### src/rtl/mult_div_unit.sv
// Iterative HI/LO multiply/divide unit: 32-cycle shift-add multiply and
// restoring divide, with sign fix-up in a final FIX cycle and MTHI/MTLO moves.
module mult_div_unit #(
  parameter int WIDTH = 32
) (
  input  logic             clk,
  input  logic             rst_n,
  input  logic             start,
  input  logic [1:0]       op,
  input  logic [WIDTH-1:0] rs_data,
  input  logic [WIDTH-1:0] rt_data,
  input  logic             mthi,
  input  logic             mtlo,
  output logic             busy,
  output logic             done,
  output logic             div_by_zero,
  output logic [WIDTH-1:0] hi,
  output logic [WIDTH-1:0] lo
);

  typedef enum logic [1:0] {
    IDLE = 2'd0,
    MUL  = 2'd1,
    DIV  = 2'd2,
    FIX  = 2'd3
  } state_t;

  state_t state, state_nxt;

  logic [4:0]       cnt;
  logic [WIDTH-1:0] acc_hi;   // partial product high half / running remainder
  logic [WIDTH-1:0] acc_lo;   // multiplier shifting out / quotient shifting in
  logic [WIDTH-1:0] opnd;     // multiplicand or divisor magnitude
  logic             is_div;
  logic             neg_q;    // negate product or quotient
  logic             neg_r;    // negate remainder
  logic             dz;

  // Operand magnitudes: signed ops strip the sign here and restore it in FIX.
  logic             rs_neg, rt_neg, rt_zero;
  logic [WIDTH-1:0] rs_mag, rt_mag;

  assign rs_neg  = op[0] & rs_data[WIDTH-1];
  assign rt_neg  = op[0] & rt_data[WIDTH-1];
  assign rs_mag  = rs_neg ? (~rs_data + 1'b1) : rs_data;
  assign rt_mag  = rt_neg ? (~rt_data + 1'b1) : rt_data;
  assign rt_zero = (rt_data == '0);

  // One shift-add multiply step.
  logic [WIDTH:0] mul_sum;
  assign mul_sum = {1'b0, acc_hi} + (acc_lo[0] ? {1'b0, opnd} : '0);

  // One restoring divide step; the remainder always fits back into WIDTH bits.
  logic [WIDTH:0] div_shift, div_rem;
  logic           div_ge;
  assign div_shift = {acc_hi, acc_lo[WIDTH-1]};
  assign div_ge    = (div_shift >= {1'b0, opnd});
  assign div_rem   = div_ge ? (div_shift - {1'b0, opnd}) : div_shift;

  // Sign correction applied in FIX.
  logic [2*WIDTH-1:0] prod, prod_fix;
  logic [WIDTH-1:0]   quo_fix, rem_fix;
  assign prod     = {acc_hi, acc_lo};
  assign prod_fix = neg_q ? (~prod + 1'b1) : prod;
  assign quo_fix  = neg_q ? (~acc_lo + 1'b1) : acc_lo;
  assign rem_fix  = neg_r ? (~acc_hi + 1'b1) : acc_hi;

  assign busy = (state != IDLE);

  // NOTE: sequential state uses non-blocking (<=) so every register samples
  // pre-edge values; blocking here would create order-dependent simulation.
  always_ff @(posedge clk or negedge rst_n) begin
    if (!rst_n) begin
      state <= IDLE;
    end else begin
      state <= state_nxt;
    end
  end

  // NOTE: state_nxt gets a default before the case so no path leaves it
  // unassigned, which would otherwise infer a latch.
  always_comb begin
    state_nxt = state;
    case (state)
      IDLE: begin
        if (start) begin
          if (!op[1])      state_nxt = MUL;
          else if (rt_zero) state_nxt = FIX;
          else             state_nxt = DIV;
        end
      end
      MUL, DIV: begin
        if (cnt == '1) state_nxt = FIX;
      end
      FIX:     state_nxt = IDLE;
      default: state_nxt = IDLE;
    endcase
  end

  always_ff @(posedge clk or negedge rst_n) begin
    if (!rst_n) begin
      cnt         <= '0;
      acc_hi      <= '0;
      acc_lo      <= '0;
      opnd        <= '0;
      is_div      <= 1'b0;
      neg_q       <= 1'b0;
      neg_r       <= 1'b0;
      dz          <= 1'b0;
      done        <= 1'b0;
      div_by_zero <= 1'b0;
      hi          <= '0;
      lo          <= '0;
    end else begin
      done        <= 1'b0;
      div_by_zero <= 1'b0;
      case (state)
        IDLE: begin
          if (start) begin
            cnt    <= '0;
            opnd   <= rt_mag;
            acc_lo <= rs_mag;
            is_div <= op[1];
            neg_q  <= rs_neg ^ rt_neg;
            neg_r  <= rs_neg;
            dz     <= op[1] & rt_zero;
            // Divide-by-zero carries the raw dividend straight to HI.
            acc_hi <= (op[1] & rt_zero) ? rs_data : '0;
          end else begin
            if (mthi) hi <= rs_data;
            if (mtlo) lo <= rs_data;
          end
        end
        MUL: begin
          {acc_hi, acc_lo} <= {mul_sum, acc_lo[WIDTH-1:1]};
          cnt              <= cnt + 5'd1;
        end
        DIV: begin
          acc_hi <= div_rem[WIDTH-1:0];
          acc_lo <= {acc_lo[WIDTH-2:0], div_ge};
          cnt    <= cnt + 5'd1;
        end
        FIX: begin
          done <= 1'b1;
          if (dz) begin
            lo          <= '1;
            hi          <= acc_hi;
            div_by_zero <= 1'b1;
          end else if (is_div) begin
            lo <= quo_fix;
            hi <= rem_fix;
          end else begin
            {hi, lo} <= prod_fix;
          end
        end
        default: ;
      endcase
    end
  end

endmodule

### config.mk
export PLATFORM = sky130hd
export DESIGN_NAME = mult_div_unit
export DESIGN_NICKNAME = d
export VERILOG_FILES = /design/src/rtl/mult_div_unit.sv
export SDC_FILE = /design/constraint.sdc
export NUM_CORES = 1
export LEC_CHECK = 0
export CORE_MARGIN = 10
export CORE_UTILIZATION = 45
export CTS_CLUSTER_DIAMETER = 120
export DETAILED_ROUTE_END_ITERATION = 6
export SYNTH_ARGS = -nofsm -noshare
export SYNTH_HDL_FRONTEND = slang
export SYNTH_SLANG_ARGS = --single-unit
### constraint.sdc
create_clock -name clk -period 5.98 [get_ports clk]
set_input_delay 1.196 -clock clk [delete_from_list [all_inputs] [get_ports clk]]
set_output_delay 1.196 -clock clk [all_outputs]
set_load 0.02 [all_outputs]
==> impl_metrics.ini <==
[floorplan]
die_h_um = 203
start_util = 0.460
num_rows = 66
die_w_um = 203
coreArea_um2 = 32800
io_pins = 138
dieArea_um2 = 41200

[critical_path]
criticalPathCategory = flip-flop to flip-flop
r2r-start = acc_lo[0]
path_buf_inv = 0
ff2ff_path_depth = 12
crit_family = compound AO/OA/AOI/OAI gates
start_kind = flip-flop
crit_arrival_ns = 4.46
path_max_fanout = 7
crit_path_end_kind = flip-flop
r2r-end = acc_hi[25]
slowest_delay_ns = 0.57
crit_path_start = acc_lo[0]
regToRegSetupSlack_ns = 1.88
critPathSlowestCell = a2111oi_0
required_ns = 6.34
path_cells = and2_1, ha_1, fa_1, a21o_1, a221oi_1, o21ai_0, and2_1, a2111oi_0, or3_1, xnor2_1, a221oi_1, a211oi_1

[synth]
ys_warn_count = 0
ys_seq_area_frac = 0.287
syn_area_um2 = 15100
async_flop_share = 1.00
ys_types = 81
synth_top_cell_area_share = 0.287
synth.avg_cell_area_um2 = 7.65
synthesis.nets = 2119
yosysTopAreaCell = dfrtp_1
synth.area.top_cells = dfrtp_1 29%, o21ai_0 6.2%, ha_1 6.1%
synthCells = 1972
synth_edf_count = 0
ys_dominant_reg_cell = dfrtp_1
ys_seq_elements = 173

[drt]
drc = 0
drtIter0Drc = 1589
drt-vias-per-instance = 6.16
detail_route.wirelength_um = 57000
firstDrtPassIters = 6
num_vias = 15250
wl_per_cell_um = 23.0
drtAntennaViolNets = 0

[sta]
hold_viol = 0
period_minus_slack_ns = 4.10
fin_worst_skew_ns = 0.0115
rsz0062_at_grt = false
tightest_slew_ns = 1.37
clock.fmax_ghz = 0.244
slew_headroom = 0.0808
setup_tns_ns = 0
period_share = 0.686
setup_viol = 0
slew_violations = 0

[global_routing]
grt_overflow = 0
grt_pass1_wl_um = 88400
antenna_found_initial = 0
grt_pass1_vias = 14714
grt_max_degree = 174
grt.total_usage = 0.271

[pwr]
vdd_drop_max_mv = 0.396
power_density_nw_per_um2 = 722
switching_power_mw = 6.74
swShare = 0.540
pwr-share-comb = 0.706
intPower_mw = 5.74
p_clk_frac = 0.090
p_leak_nw = 7.09
pwr-share-seq = 0.204

[clock_network]
clk_pin_slew_ns = 0.07
clock-sinks = 173
cts_setup_buffers = 0
cts_tree = built
cts_buffers = 17
htreeDepth = 4
cts-root-buf = clkbuf_16
clock_latency_ns = 0.47
cts_hold_buf = 0
clockBufferDepth = 2
ctsResizeCount = 0

[min_path]
hold_end = lo[1]
hold_class = flip-flop to flip-flop
worstHoldStart = lo[1]
hold_path_depth = 2

[final_layout]
nFillCells = 3271
final_nets = 2167
mostFrequentLayoutCells = 228 x nand2_1, 199 x nor2_1, 188 x o21ai_0
fin_area_um2 = 17300
layout_commonest_cell = nand2_1
area_growth_pct = 14.7
antennaDiodeCount = 0
drive_above_1_share = 0.0561

[place]
dpl.hpwl_um = 44000
routabilityCongestion = 0.973
numPortBuffers = 137
placed_cell_area_um2 = 16700

[outcome]
status = finished, final reports clean

[job]
drv_cap = 0
==> layout make-up <==
type	instances	area [um^2]	area share
Clock inverter	13	113	0.00651
Tap cell	442	553	0.0320
Sequential cell	173	4330	0.250
Clock buffer	19	453	0.0262
Timing Repair Buffer	164	1590	0.0918
Multi-Input combinational cell	1597	10000	0.579
Inverter	67	251	0.0145
==> Yosys cell counts, drive strengths merged (12+ instances only) <==
cell type	number
o21ai	192
nand4	18
nand3	33
nor2	199
nand2b	12
nor4	23
nor3	46
nor2b	14
or3	21
buf	16
a21o	42
a221oi	47
or2	13
o31ai	45
a31oi	25
mux2	15
a211oi	14
dfrtp	173
xnor2	99
a21oi	173
and3	14
nand2	229
or4	12
xor2	69
o211ai	12
clkbuf	119
o22ai	28
inv	65
ha	74
==> kinds of logic (layout without fill, tap and decap cells) <==
| kind of cell | count (synthesis) | after routing | share of synthesized area |
|---|---|---|---|
| AND/OR/NAND/NOR | 665 | 665 | 0.205 |
| multiplexers | 21 | 21 | 0.0152 |
| XOR/XNOR | 168 | 168 | 0.0975 |
| flip-flops | 173 | 173 | 0.287 |
| AO/OA/AOI/OAI | 667 | 667 | 0.280 |
| adder cells (fa/ha/maj) | 76 | 76 | 0.0640 |
| buffers and inverters | 202 | 263 | 0.0513 |
==> metal layers <==
metal  track usage  part of all wire  vias to the layer above
met2         0.455              0.47                      696
met3        0.0315             0.073                       92
met5             0                 0                        -
met4        0.0837             0.026                        0
met1         0.358              0.43                     7216
li1              -                 -                     7246
==> worst max path at each step <==
| stage | to | slack, ns | cells after the start |
|---|---|---|---|
| final | acc_hi[25] | 1.88 | 12 |
| after global routing | acc_hi[25] | 1.78 | 12 |
| after CTS | acc_hi[25] | 1.98 | 12 |
| after detailed placement | acc_lo[29] | 1.64 | 10 |
| after global placement | acc_lo[29] | 1.71 | 10 |
| after floorplan | acc_lo[29] | 2.45 | 9 |
==> through the flow <==
step                      setup WS [ns]  power, mW  cells  hold slack (ns)   util
after floorplan                    2.45       8.46   1972            0.450      -
after global placement             1.71       11.2   2443            0.461  0.511
after global routing               1.78       13.4   2475            0.516  0.528
after detailed placement           1.64       11.2   2443            0.470  0.511
final                              1.88       12.5   2475            0.479  0.528
after CTS                          1.98       12.4   2475            0.485  0.528
==> worst reg2reg max path, delay by kind of cell, from the launching register on <==
kind | cells | cell delay, ns
AOI/OAI and AO/OA | 6 | 2.04
xor gates and xnor gates | 1 | 0.13
adders and majority gates | 2 | 0.63
DFF | 1 | 0.49
and+or+nand+nor | 3 | 0.70
==> power by group through the flow <==
| stage | sequential [mW] | combinational (mW) | clock, mW |
|---|---|---|---|
| 2_1_floorplan | 2.45 | 6.00 | 0 |
| 3_3_place_gp | 2.53 | 8.66 | 0 |
| 3_5_place_dp | 2.55 | 8.69 | 0 |
| 4_1_cts | 2.53 | 8.73 | 1.13 |
| 5_1_grt | 2.63 | 9.64 | 1.17 |
| 6_report | 2.55 | 8.82 | 1.12 |
==> sequential cells by signal, summed over array words and instances, names as in the netlist, 2 cells and up <==
register and count:
acc_hi 32, acc_lo 32, cnt 5, hi 32, lo 32, opnd 32, state 2
Power figures use the tool's default switching activity.
